`config.mk`:
```
export PLATFORM = sky130hd
export DESIGN_NAME = des_key_sched_ctrl
export DESIGN_NICKNAME = d
export VERILOG_FILES = /design/src/rtl/des_key_sched_ctrl.sv
export SDC_FILE = /design/constraint.sdc
export NUM_CORES = 1
export LEC_CHECK = 0
export BUFFER_PORTS_ARGS = -buffer_cell sky130_fd_sc_hd__buf_2
export CAP_MARGIN = 20
export CORE_MARGIN = 2
export CORE_UTILIZATION = 45
export DETAILED_ROUTE_END_ITERATION = 8
export HOLD_SLACK_MARGIN = 0.1
export PLACE_DENSITY = 0.69
export REMOVE_ABC_BUFFERS = 1
export SETUP_SLACK_MARGIN = 0.1
export SYNTH_ARGS = -nofsm -noshare
export SYNTH_HDL_FRONTEND = slang
export SYNTH_HIERARCHICAL = 1
export SYNTH_SLANG_ARGS = --single-unit
```
`constraint.sdc`:
```
create_clock -name clk -period 5.8 [get_ports clk]
set_input_delay 0.58 -clock clk [delete_from_list [all_inputs] [get_ports clk]]
set_output_delay 0.58 -clock clk [all_outputs]
set_load 0.01 [all_outputs]
```
`src/rtl/des_key_sched_ctrl.sv`:
```
// DES subkey sequencer: latches a key, then streams round subkeys over valid/ready.
// Optional weak-key flag is compiled in with `define DES_WEAK_KEY_DETECT_EN.

// Combinational DES key schedule: PC-1, cumulative C/D left rotation, PC-2.
module ks (
    input  logic [1:64] key,
    input  logic [4:0]  round,
    output logic [1:48] subkey
);
    localparam int PC1 [0:55] = '{
        57, 49, 41, 33, 25, 17,  9,
         1, 58, 50, 42, 34, 26, 18,
        10,  2, 59, 51, 43, 35, 27,
        19, 11,  3, 60, 52, 44, 36,
        63, 55, 47, 39, 31, 23, 15,
         7, 62, 54, 46, 38, 30, 22,
        14,  6, 61, 53, 45, 37, 29,
        21, 13,  5, 28, 20, 12,  4};

    localparam int PC2 [0:47] = '{
        14, 17, 11, 24,  1,  5,
         3, 28, 15,  6, 21, 10,
        23, 19, 12,  4, 26,  8,
        16,  7, 27, 20, 13,  2,
        41, 52, 31, 37, 47, 55,
        30, 40, 51, 45, 33, 48,
        44, 49, 39, 56, 34, 53,
        46, 42, 50, 36, 29, 32};

    logic [1:56] cd0;
    logic [1:56] cdRot;
    logic [1:28] cRot;
    logic [1:28] dRot;
    logic [4:0]  shamt;

    for (genvar gi = 0; gi < 56; gi++) begin : gPc1
        localparam int SRC = PC1[gi];
        assign cd0[gi+1] = key[SRC];
    end

    // Total rotation applied by the time round N is reached.
    always_comb begin
        shamt = 5'd0;
        case (round)
            5'd1:  shamt = 5'd1;
            5'd2:  shamt = 5'd2;
            5'd3:  shamt = 5'd4;
            5'd4:  shamt = 5'd6;
            5'd5:  shamt = 5'd8;
            5'd6:  shamt = 5'd10;
            5'd7:  shamt = 5'd12;
            5'd8:  shamt = 5'd14;
            5'd9:  shamt = 5'd15;
            5'd10: shamt = 5'd17;
            5'd11: shamt = 5'd19;
            5'd12: shamt = 5'd21;
            5'd13: shamt = 5'd23;
            5'd14: shamt = 5'd25;
            5'd15: shamt = 5'd27;
            5'd16: shamt = 5'd28;
            default: shamt = 5'd0;
        endcase
    end

    assign cRot  = (cd0[1:28]  << shamt) | (cd0[1:28]  >> (5'd28 - shamt));
    assign dRot  = (cd0[29:56] << shamt) | (cd0[29:56] >> (5'd28 - shamt));
    assign cdRot = {cRot, dRot};

    for (genvar gi = 0; gi < 48; gi++) begin : gPc2
        localparam int SRC = PC2[gi];
        assign subkey[gi+1] = cdRot[SRC];
    end
endmodule

module des_key_sched_ctrl #(
    parameter int NUM_ROUNDS = 16
) (
    input  logic        clk,
    input  logic        reset,
    input  logic        start,
    input  logic        decrypt,
    input  logic [1:64] keyIn,
    input  logic        abort,
    output logic        busy,
    output logic [1:48] roundKey,
    output logic        roundKeyValid,
    input  logic        roundKeyReady,
    output logic [4:0]  roundNum,
    output logic        lastRound,
    output logic        done,
    output logic        weakKey
);
    typedef enum logic [1:0] {IDLE, RUN, DONE} state_t;

    localparam logic [4:0] LAST_IDX = 5'(NUM_ROUNDS - 1);
    localparam logic [4:0] FULL_CNT = 5'(NUM_ROUNDS);

    state_t      stateReg, stateNext;
    logic [1:64] keyReg, keyNext;
    logic        decReg, decNext;
    logic [4:0]  roundNumReg, roundNumNext;
    logic [4:0]  xferCntReg, xferCntNext;
    logic [1:48] ksKey;
    logic        xfer;

    ks uKs (
        .key    (keyReg),
        .round  (roundNumReg),
        .subkey (ksKey)
    );

    assign xfer = (stateReg == RUN) && roundKeyReady;

    always_ff @(posedge clk) begin
        if (reset) begin
            stateReg    <= IDLE;
            keyReg      <= '0;
            decReg      <= 1'b0;
            roundNumReg <= '0;
            xferCntReg  <= '0;
        end else begin
            stateReg    <= stateNext;
            keyReg      <= keyNext;
            decReg      <= decNext;
            roundNumReg <= roundNumNext;
            xferCntReg  <= xferCntNext;
        end
    end

    always_comb begin
        stateNext    = stateReg;
        keyNext      = keyReg;
        decNext      = decReg;
        roundNumNext = roundNumReg;
        xferCntNext  = xferCntReg;
        case (stateReg)
            IDLE: begin
                if (start) begin
                    keyNext      = keyIn;
                    decNext      = decrypt;
                    roundNumNext = decrypt ? 5'd16 : 5'd1;
                    xferCntNext  = '0;
                    stateNext    = RUN;
                end
            end
            RUN: begin
                // Abort wins over a coincident transfer; that transfer still counts downstream.
                if (abort) begin
                    stateNext    = IDLE;
                    keyNext      = '0;
                    roundNumNext = '0;
                    xferCntNext  = '0;
                end else if (xfer) begin
                    if (xferCntReg == LAST_IDX) begin
                        stateNext    = DONE;
                        roundNumNext = '0;
                        xferCntNext  = FULL_CNT;
                    end else begin
                        xferCntNext = xferCntReg + 5'd1;
                        if (decReg && roundNumReg > 5'd1)
                            roundNumNext = roundNumReg - 5'd1;
                        else if (!decReg && roundNumReg < 5'd16)
                            roundNumNext = roundNumReg + 5'd1;
                    end
                end
            end
            DONE: begin
                stateNext = IDLE;
            end
            default: begin
                stateNext = IDLE;
            end
        endcase
    end

    assign busy          = (stateReg == RUN) || (stateReg == DONE);
    assign roundKeyValid = (stateReg == RUN);
    assign roundKey      = roundKeyValid ? ksKey : '0;
    assign roundNum      = roundNumReg;
    assign lastRound     = roundKeyValid && (xferCntReg == LAST_IDX);
    assign done          = (stateReg == DONE);

`ifdef DES_WEAK_KEY_DETECT_EN
    logic        weakReg;
    logic [1:64] keyMasked;
    logic        keyIsWeak;

    // Parity bits (LSB of each byte) are don't-care for the weak-key match.
    assign keyMasked = keyIn & 64'hFEFE_FEFE_FEFE_FEFE;
    assign keyIsWeak = (keyMasked == 64'h0000_0000_0000_0000) ||
                       (keyMasked == 64'hFEFE_FEFE_FEFE_FEFE) ||
                       (keyMasked == 64'hE0E0_E0E0_F0F0_F0F0) ||
                       (keyMasked == 64'h1E1E_1E1E_0E0E_0E0E);

    always_ff @(posedge clk) begin
        if (reset)
            weakReg <= 1'b0;
        else if (stateReg == IDLE && start)
            weakReg <= keyIsWeak;
        else if (stateReg == RUN && abort)
            weakReg <= 1'b0;
    end

    assign weakKey = weakReg;
`else
    assign weakKey = 1'b0;
`endif
endmodule

```
# [After elaboration in Yosys (flattened, before gate mapping)]
# Memories as Yosys holds them, arrays and structs flattened. A register that Yosys moved wholly into a read port is not among the register bits.
# Cells that the tools add are included.
# W data, S select, Z words.
[word_totals] in_bits=70 rom_bits=160 reg_bits=77 out_inout_bits=58 memories=1
[classes] addsub=4 n_reduce_logical=13 n_shift=4 n_mux=24 eq_ne=8 bitwise_logic=2 order_cmp=2
[mem_list] name="(no name shown)" words=32 width=5 rd=1 rd_clocked_by_memory_dff=1 wr=0 line="44" rtl="case (round)"
[op_table] op="$mux W64" n=2
[op_table] op="$pmux W64 S2" n=1
[op_table] op="$mux W5" n=13
[op_table] op="$or A28 B28 Y28" n=2
[op_table] op="$shl A28 B5 Y28" n=2
[op_table] op="$shr A28 B5 Y28" n=2
[op_table] op="$mux W48" n=1
[op_table] op="$pmux W5 S2" n=2
[op_table] op="$add A5 B1 Y5 const B" n=2
[op_table] op="$reduce_and A3 Y1" n=3
[op_table] op="$mux W2" n=4
[op_table] op="$ne A3 B2 Y1 const B" n=2
[op_table] op="$eq A5 B4 Y1 const B" n=1
[op_table] op="$gt A5 B1 Y1 const B" n=1
[op_table] op="$lt A5 B5 Y1 const B" n=1
[op_table] op="$ne A5 B2 Y1 const B" n=1
[op_table] op="$sub A5 B1 Y5 const B" n=1
[op_table] op="$sub A5 B5 Y5 const A" n=1
[op_table] op="$logic_and A1 B1 Y1" n=4
[op_table] op="$ne A2 B2 Y1 const B" n=2
[op_table] op="$pmux W2 S2" n=1
[op_table] op="$reduce_and A4 Y1" n=1
[op_table] op="$eq A2 B1 Y1 const B" n=1
[op_table] op="$eq A2 B2 Y1 const B" n=1
[op_table] op="5 further kinds" n=5

# [Logic depth before layout (Yosys ltp)]
# Gate-level depths: netlist (run 1).
[logic_depth] depth_word=10 mapped_depth=21 ltp_nobuf=14

# [Hierarchy]
# Netlist (run 1), hierarchy kept.
[by_module_without_submodules] module="ks" instances=1 cells_per_inst=720 area_per_inst_um2=5293.8
[by_module_without_submodules] module="des_key_sched_ctrl" instances=1 cells_per_inst=441 area_per_inst_um2=3686.0

# [Least setup slack after synthesis (run 1)]
# No wires, ideal clock.
[synth_path] path_type="register -> output" start="reg, netlist name roundNum[1]" end="out roundKey[13] in the netlist's numbering" arrival_time_ns=4.251 n_path_buf=8 setup_slack_ns=0.969 path_stages_with_launch=22 t_required_ns=5.220 cell_sequence="dfxtp_1 inv_1 ha_1 nor4b_2 a21o_1 buf_6 inv_4 buf_6 buf_6 buf_4 buf_2 ha_1 buf_2 clkinv_1 buf_2 buf_1 mux4_2 nand2_1 nand3_1 a32oi_1 o21ai_0 and2_1"
[synth_lines] element="to (decl)" line="85" rtl="output logic [1:48] roundKey,"

==> flow_metrics.env, run 1 <==
export IMPL_crit_fanout=27
export IMPL_post_place_ws_ns=1.18
export IMPL_hold_path_class="flip-flop to flip-flop"
export IMPL_netlist_area_um2=8690
export IMPL_layout_min_cycle_time_ns=5.07
export IMPL_ir_drop_v=0.000250
export IMPL_initial_utilization_pct=46.1
export IMPL_layout_worst_path_cycle_share_pct=87.5
export IMPL_kind_of_start_point_of_the_critical_path="flip-flop"
export IMPL_crit_path_top_delay_cell="dfxtp_1"
export IMPL_post_cts_setup_buffers=0
export IMPL_postCtsHoldBufs=0
export IMPL_ioPinCount=128
export IMPL_drt_iter0_markers=897
export IMPL_stdcell_area_um2=9620
export IMPL_clk_insertion_delay_late_ns=0.35
export IMPL_chipWidth_um=143
export IMPL_synth_warnings=6
export IMPL_globalplace_congestion=0.956
export IMPL_setup_violations_final=0
export IMPL_tns_ns=0
export IMPL_category_of_the_worst_setup_path_capture_point="output pin"
export IMPL_first_pass_iters=6
export IMPL_worstPathCellList="inv_1, ha_1, o211ai_2, nand2_2, inv_2, ha_1, buf_4, inv_2, buf_12, nor2_1, a32o_1, a222oi_1, o21ai_0, and2_1, buf_2"
export IMPL_cts_tree="yes"
export IMPL_timing_critical_path_required_ns=5.22
export IMPL_route_antenna_remaining_nets=0
export IMPL_power_density_nw_per_um2=494
export IMPL_global_route_usage_total_pct=28.3
export IMPL_detail_route_wirelength_um=29000
export IMPL_hold_violations=0
export IMPL_drc_errors=0
export IMPL_synthesized_area_divided_by_synthesized_cell_count_um2=7.70
export IMPL_syn_inst=1129
export IMPL_fp_coreArea_um2=18800
export IMPL_port_buffers=118
export IMPL_dieArea_um2=20400
export IMPL_clockBufferDepth=2
export IMPL_dpl_instance_area_um2=9280
export IMPL_ctsRootBufferMaster="clkbuf_16"
export IMPL_layout_filler_cells=1898
export IMPL_grt_overflow_total=0
export IMPL_post_route_cells_drive_above_1_share_pct=18.3
export IMPL_arrival_ns=4.49
export IMPL_cts_num_sinks=69
export IMPL_max_stage_delay_ns=0.57
export IMPL_p_leak_nw=4.05
export IMPL_tightestPinTransition_ns=1.05
export IMPL_grt_setup_unrepaired="false"
export IMPL_path_clk_slew_ns=0.06
export IMPL_vias_per_cell=6.27
export IMPL_final_stage_net_count=1267
export IMPL_cts_repair_resized=0
export IMPL_fin_skew_ns=0.00568
export IMPL_htreeDepth=3
export IMPL_fmaxAchievable_ghz=0.197
export IMPL_critical_path_class="flip-flop to output pin"
export IMPL_numCtsBuffers=9
export IMPL_routed_wire_length_per_instance_um=20.1
export IMPL_first_pass_grt_wire_length_um=45600
export IMPL_status="complete, no violations"
export IMPL_placementRows=50
export IMPL_fin_ws_ns=0.728
export IMPL_slew_headroom_pct=30.0
export IMPL_slew_viol_final=0
export IMPL_holdWs_ns=0.489
export IMPL_grt_pass1_vias=8272
export IMPL_maximum_number_of_pins_on_one_net_before_global_route_repair=113
export IMPL_cap_viol_max_count=0
export IMPL_die_h_um=143
export IMPL_antenna_diode_count=0
export IMPL_area_delta_synth_final_pct=10.7
export IMPL_number_of_antenna_violations_at_the_first_check_in_global_routing=0
export IMPL_dp_hpwl_um=20300
export IMPL_vias=9048
## worst max-delay path: cells and delay by family, from the launching register on
family	cells	cell delay [ns]
flops	1	0.57
simple gates	3	0.36
fa+ha+maj	2	0.51
buf+inv	6	1.56
compound gates	4	1.12
## report_power, final
group | switching (mW) | leakage (nW) | internal [mW]
logic | 2.12 | 3.32 | 1.24
clock network | 0.222 | 0.161 | 0.409
registers | 0.177 | 0.565 | 0.586
## final timing paths
check                startpoint             to  slack [ns]  cells past startpoint
setup / recovery    roundNum[0]   roundKey[35]        0.73                     15
hold / removal    xferCntReg[3]  xferCntReg[3]        0.49                      2
setup reg to reg    stateReg[1]     keyReg[47]        3.17                      8
hold reg to reg   xferCntReg[3]  xferCntReg[3]        0.49                      2
## state kept, by name, indices dropped and copies added (netlist names)
name and count:
stateReg 2, roundNum 5, decReg 1, keyReg 56, xferCntReg 5
## layout make-up
class	instances	area, µm²	area share, %
Clock buffer	12	267	2.77
Clock inverter	3	67.6	0.702
Inverter	14	55.1	0.572
Multi-Input combinational cell	943	6740	70.1
Sequential cell	69	1380	14.4
Tap cell	260	325	3.38
Timing Repair Buffer	142	783	8.14
## layer usage
| metal | GRT usage (%) | vias up | wire length, µm |
|---|---|---|---|
| met1 | 39.2 | 4235 | 12700 |
| met5 | 0 | - | 0 |
| li1 | - | 4251 | - |
| met4 | 13.1 | 0 | 1230 |
| met3 | 4.33 | 100 | 2370 |
| met2 | 43.0 | 462 | 12700 |
## cell usage in the layout (no fill, tap or decap), types with 6 or more instances in the layout
cell / n
and3_1: 9
nor2b_1: 6
a31oi_1: 9
nor3_1: 11
ha_1: 17
inv_1: 9
or3_1: 7
a21oi_1: 97
nand3_1: 33
dfxtp_1: 69
nor3b_1: 57
o211ai_1: 16
and2_1: 51
a221o_1: 6
a211oi_1: 7
mux2_2: 8
a221oi_1: 8
o221ai_1: 20
mux4_2: 13
a22oi_1: 14
buf_2: 118
buf_4: 23
nor2_1: 100
o21ai_0: 25
nand2_1: 129
clkbuf_16: 9
o22ai_1: 6
mux2i_1: 201
## through the flow
| stage | instances | utilization, % | power, mW |
|---|---|---|---|
| 2_1_floorplan | 1026 | - | 3.07 |
| 3_3_place_gp | 1428 | 49.3 | 4.00 |
| 3_5_place_dp | 1428 | 49.3 | 4.03 |
| 4_1_cts | 1443 | 51.1 | 4.68 |
| 5_1_grt | 1443 | 51.1 | 5.06 |
| 6_report | 1443 | 51.1 | 4.75 |
Note: power is estimated with default switching activity, not from simulation.
==> run 2, diff against run 1 <==
--- a/config.mk
+++ b/config.mk
@@ -12,7 +12,6 @@
 export DETAILED_ROUTE_END_ITERATION = 8
 export HOLD_SLACK_MARGIN = 0.1
 export PLACE_DENSITY = 0.69
-export REMOVE_ABC_BUFFERS = 1
 export SETUP_SLACK_MARGIN = 0.1
 export SYNTH_ARGS = -nofsm -noshare
 export SYNTH_HDL_FRONTEND = slang
==> run 2 against run 1 <==
  * Core utilization increased by 0.13 points
  * Critical path depth fell by 3
  * Design area increased by 0.25%
  * Largest cell class unchanged
  * Wire length rose by 4.7%
  * Power up 1.4%
  * First-iteration DRC count grew 55%
==> flow_metrics.env, run 2 (synthesis gave the netlist of run 1 again) <==
export IMPL_antenna_diode_count=0
export IMPL_mostFrequentLayoutCell="mux2i_1"
export IMPL_drt_iter0_markers=1386
export IMPL_slew_viol_final=0
export IMPL_cap_viol_max_count=0
export IMPL_largest_reg_flops=56
export IMPL_first_pass_iters=6
export IMPL_chipWidth_um=143
export IMPL_path_clk_slew_ns=0.06
export IMPL_synth_fp_nets=1217
export IMPL_timing_critical_path_required_ns=5.22
export IMPL_dpl_instance_area_um2=9260
export IMPL_mostFrequentLayoutCells="201 x mux2i_1, 129 x nand2_1, 118 x buf_2"
export IMPL_die_h_um=143
export IMPL_clk_insertion_delay_late_ns=0.33
export IMPL_first_pass_grt_wire_length_um=46400
export IMPL_dieArea_um2=20400
export IMPL_layout_worst_path_cycle_share_pct=88.3
export IMPL_netSwitchingFraction_pct=52.5
export IMPL_area_delta_synth_final_pct=11.0
export IMPL_drc_errors=0
export IMPL_tns_ns=0
export IMPL_grt_pass1_vias=8090
export IMPL_placementRows=50
export IMPL_initial_utilization_pct=46.1
export IMPL_clockBufferDepth=2
export IMPL_global_route_usage_total_pct=28.8
export IMPL_p_comb_share_pct=69.6
export IMPL_detail_route_wirelength_um=30300
export IMPL_maximum_number_of_pins_on_one_net_before_global_route_repair=109
export IMPL_tightestPinTransition_ns=0.967
export IMPL_htreeDepth=3
export IMPL_grt_setup_unrepaired="false"
export IMPL_category_of_the_worst_setup_path_capture_point="output pin"
export IMPL_cts_tree="yes"
export IMPL_register_name_with_the_most_flops="keyReg"
export IMPL_hold_violations=0
export IMPL_numCtsBuffers=9
export IMPL_layout_min_cycle_time_ns=5.12
export IMPL_power_density_nw_per_um2=500
export IMPL_cell_internal_pwr_mw=2.29
export IMPL_cts_repair_resized=0
export IMPL_fin_skew_ns=0.0117
export IMPL_final_core_utilization_pct=51.2
export IMPL_vias_per_cell=6.32
export IMPL_setup_violations_final=0
export IMPL_slew_headroom_pct=35.6
export IMPL_p_leak_nw=4.06
export IMPL_worst_hold_path_num_cells=2
export IMPL_routed_wire_length_per_instance_um=21.0
export IMPL_fmaxAchievable_ghz=0.195
export IMPL_vias=9123
export IMPL_ctsRootBufferMaster="clkbuf_16"
export IMPL_worst_r2r_path_depth=8
export IMPL_fp_coreArea_um2=18800
export IMPL_hold_path_class="flip-flop to flip-flop"
export IMPL_regToRegSetupSlack_ns=3.23
export IMPL_post_cts_setup_buffers=0
export IMPL_stdcell_area_um2=9640
export IMPL_crit_fanout=25
export IMPL_cts_num_sinks=69
export IMPL_port_buffers=118
export IMPL_postCtsHoldBufs=0
export IMPL_seq_power_share_pct=16.8
export IMPL_post_route_cells_drive_above_1_share_pct=18.3
export IMPL_clock_power_share_pct=13.7
export IMPL_status="complete, no violations"
export IMPL_arrival_ns=4.54
export IMPL_critical_path_class="flip-flop to output pin"
export IMPL_dpl_cell_count=1426
export IMPL_dp_hpwl_um=22200
export IMPL_ir_drop_v=0.000436
export IMPL_switchingPower_mw=2.53
export IMPL_final_stage_net_count=1266
export IMPL_ioPinCount=128
export IMPL_holdWs_ns=0.485
export IMPL_number_of_antenna_violations_at_the_first_check_in_global_routing=0
export IMPL_kind_of_start_point_of_the_critical_path="flip-flop"
export IMPL_globalplace_congestion=0.994
export IMPL_route_antenna_remaining_nets=0
export IMPL_grt_overflow_total=0
export IMPL_finish_cell_count_without_fillers=1443
==> run 2: final cells by class <==
cell class / count / area, µm²
fill: 1855 / 9190
multi-input combinational: 943 / 6730
sequential: 69 / 1380
clock buffer: 9 / 225
tap: 260 / 325
clock inverter: 7 / 138
inverter: 14 / 55.1
timing repair buffer: 141 / 788
==> run 2: stage by stage <==
step | total power, mW | setup WS (ns)
finish | 4.82 | 0.681
global route | 5.10 | 0.461
CTS | 4.71 | 0.734
detailed placement | 4.04 | 1.09
global placement | 4.01 | 1.16
floorplan | 3.23 | 0.969
==> run 2: routing by layer <==
layer  track usage (%)  share of wire (%)
met5                 0                  0
met4              6.98                1.5
met3              6.81                 13
met2              39.4                 40
met1              44.6                 46
==> run 2: final timing paths <==
| path | start | to |
|---|---|---|
| worst max-delay path | roundNum[3] | roundKey[17] |
| worst min-delay path | xferCntReg[4] | xferCntReg[4] |
| worst max register to register | stateReg[1] | keyReg[17] |
| worst min register to register | xferCntReg[4] | xferCntReg[4] |
==> run 2: worst max-delay path, stage by stage (launching register included) <==
cell and delay (ns):
dfxtp_1 0.94, xor2_1 0.16, or3_4 0.37, nand2_2 0.09, inv_2 0.12, ha_1 0.36
xnor2_4 0.62, mux2i_1 0.17, mux4_2 0.51, a211oi_1 0.41, a221o_1 0.19, and2_1 0.12
buf_2 0.13
==> run 2: power by group through the flow <==
stage | Combinational (mW) | Clock, mW | Sequential, mW
after detailed placement | 3.23 | 0 | 0.810
after floorplan | 2.52 | 0 | 0.711
after global routing | 3.59 | 0.690 | 0.824
final | 3.35 | 0.658 | 0.809
after global placement | 3.21 | 0 | 0.803
after CTS | 3.24 | 0.668 | 0.800
==> run 3, diff against run 2 <==
--- a/config.mk
+++ b/config.mk
@@ -8,10 +8,11 @@
 export BUFFER_PORTS_ARGS = -buffer_cell sky130_fd_sc_hd__buf_2
 export CAP_MARGIN = 20
 export CORE_MARGIN = 2
-export CORE_UTILIZATION = 45
+export CORE_UTILIZATION = 40
+export CTS_CLUSTER_DIAMETER = 60
 export DETAILED_ROUTE_END_ITERATION = 8
 export HOLD_SLACK_MARGIN = 0.1
-export PLACE_DENSITY = 0.69
+export PLACE_DENSITY = 0.63
 export SETUP_SLACK_MARGIN = 0.1
 export SYNTH_ARGS = -nofsm -noshare
 export SYNTH_HDL_FRONTEND = slang
==> run 3 against run 2 <==
  * Sequential share of layout area about the same
  * Fmax up 6.5%
  * Hold slack gained 0.0040 ns
  * Critical endpoint unchanged
  * Cell count rose by 1.1%
  * Core utilization shrank 5.8 points
  * Design area is 0.31% lower
  * Sequential power grew 0.9%
  * Die area increased by 12%
  * Clock skew fell by 0.0088 ns
==> flow_metrics.env, run 3 (synthesis gave the netlist of run 1 again) <==
export IMPL_ctsRootBufferMaster="clkbuf_16"
export IMPL_grt_setup_unrepaired="false"
export IMPL_mostFrequentLayoutCells="201 x mux2i_1, 129 x nand2_1, 118 x buf_2"
export IMPL_clk_insertion_delay_late_ns=0.33
export IMPL_route_antenna_remaining_nets=0
export IMPL_layout_worst_path_cycle_share_pct=82.9
export IMPL_global_route_usage_total_pct=26.3
export IMPL_detail_route_wirelength_um=30800
export IMPL_critical_path_class="flip-flop to output pin"
export IMPL_hold_path_class="flip-flop to flip-flop"
export IMPL_dpl_instance_area_um2=9310
export IMPL_cts_tree="yes"
export IMPL_post_cts_setup_buffers=0
export IMPL_power_density_nw_per_um2=493
export IMPL_maximum_number_of_pins_on_one_net_before_global_route_repair=113
export IMPL_clockBufferDepth=2
export IMPL_initial_utilization_pct=41.1
export IMPL_layout_min_cycle_time_ns=4.81
export IMPL_first_pass_iters=6
export IMPL_max_stage_delay_ns=0.76
export IMPL_drc_errors=0
export IMPL_cap_viol_max_count=0
export IMPL_number_of_antenna_violations_at_the_first_check_in_global_routing=1
export IMPL_grt_pass1_vias=7944
export IMPL_timing_critical_path_required_ns=5.22
export IMPL_post_place_ws_ns=1.41
export IMPL_ir_drop_v=0.000399
export IMPL_path_clk_slew_ns=0.05
export IMPL_numCtsBuffers=9
export IMPL_p_leak_nw=4.03
export IMPL_htreeDepth=3
export IMPL_fp_coreArea_um2=21200
export IMPL_category_of_the_worst_setup_path_capture_point="output pin"
export IMPL_mostFrequentLayoutCell="mux2i_1"
export IMPL_vias_per_cell=6.20
export IMPL_vias=9053
export IMPL_placementRows=53
export IMPL_chipWidth_um=151
export IMPL_final_core_utilization_pct=45.4
export IMPL_dieArea_um2=22900
export IMPL_crit_fanout=72
export IMPL_postCtsHoldBufs=0
export IMPL_fin_ws_ns=0.991
export IMPL_first_pass_grt_wire_length_um=46700
export IMPL_drt_iter0_markers=1211
export IMPL_status="complete, no violations"
export IMPL_area_delta_synth_final_pct=10.6
export IMPL_fmaxAchievable_ghz=0.208
export IMPL_stdcell_area_um2=9610
export IMPL_final_stage_net_count=1266
export IMPL_cts_num_sinks=69
export IMPL_kind_of_start_point_of_the_critical_path="flip-flop"
export IMPL_dpl_cell_count=1442
export IMPL_arrival_ns=4.23
export IMPL_ioPinCount=128
export IMPL_die_h_um=151
export IMPL_slew_headroom_pct=31.2
export IMPL_slew_viol_final=0
export IMPL_tns_ns=0
export IMPL_port_buffers=118
export IMPL_finish_cell_count_without_fillers=1459
export IMPL_worst_path_dominant_cell_family="buffers and inverters"
export IMPL_path_buf_inv=4
export IMPL_worstPathCellList="inv_1, ha_1, nor4b_2, a21o_2, inv_4, buf_4, mux2i_1, mux2_2, o21ai_0, a31oi_1, a211oi_1, a221o_1, and2_1, buf_2"
export IMPL_grt_overflow_total=0
export IMPL_fin_skew_ns=0.00295
export IMPL_tightestPinTransition_ns=1.03
export IMPL_post_route_cells_drive_above_1_share_pct=18.3
export IMPL_synth_fp_nets=1217
export IMPL_largest_reg_flops=56
export IMPL_dp_hpwl_um=22800
export IMPL_globalplace_congestion=1.00
export IMPL_setup_violations_final=0
export IMPL_register_name_with_the_most_flops="keyReg"
export IMPL_hold_violations=0
export IMPL_crit_path_top_delay_cell="buf_4"
export IMPL_routed_wire_length_per_instance_um=21.1
export IMPL_cts_repair_resized=0
## run 3: layer usage
metal / wire [µm] / vias to the layer above / global-route usage, %
met4: 455 / 2 / 5.79
met5: 13 / - / 0
li1: - / 4251 / -
met3: 3780 / 41 / 6.02
met1: 14500 / 4201 / 41.3
met2: 12000 / 558 / 35.6
## run 3: area by class of cell
class | instances | area, µm²
inverter | 14 | 55.1
clock inverter | 6 | 62.6
fill | 2171 | 11500
multi-input combinational | 943 | 6740
antenna | 1 | 2.50
tap | 275 | 344
clock buffer | 10 | 239
sequential | 69 | 1380
timing repair buffer | 141 | 788
## run 3: per-stage QoR
| step | power, mW | hold WS [ns] |
|---|---|---|
| floorplan | 3.23 | 0.454 |
| finish | 4.74 | 0.489 |
| global placement | 4.05 | 0.462 |
| detailed placement | 4.08 | 0.477 |
| CTS | 4.63 | 0.484 |
| global route | 5.01 | 0.526 |
## run 3: power by group
| group | internal [mW] | total, mW | switching [mW] |
|---|---|---|---|
| sequential | 0.586 | 0.816 | 0.229 |
| combinational | 1.25 | 3.38 | 2.13 |
| clock | 0.342 | 0.540 | 0.198 |
| total | 2.18 | 4.74 | 2.56 |
## run 3: tightest hold or removal path, stage by stage, from the launching register on
cell     delay, ns
dfxtp_1       0.31
o21ai_0       0.07
a21oi_1       0.06
## run 3: worst paths after layout
path	start	endpoint	slack, ns	cells past startpoint
min	xferCntReg[3]	xferCntReg[3]	0.49	2
max reg2reg	stateReg[1]	keyReg[45]	3.00	8
max	roundNum[1]	roundKey[17]	0.99	14
min reg2reg	xferCntReg[3]	xferCntReg[3]	0.49	2
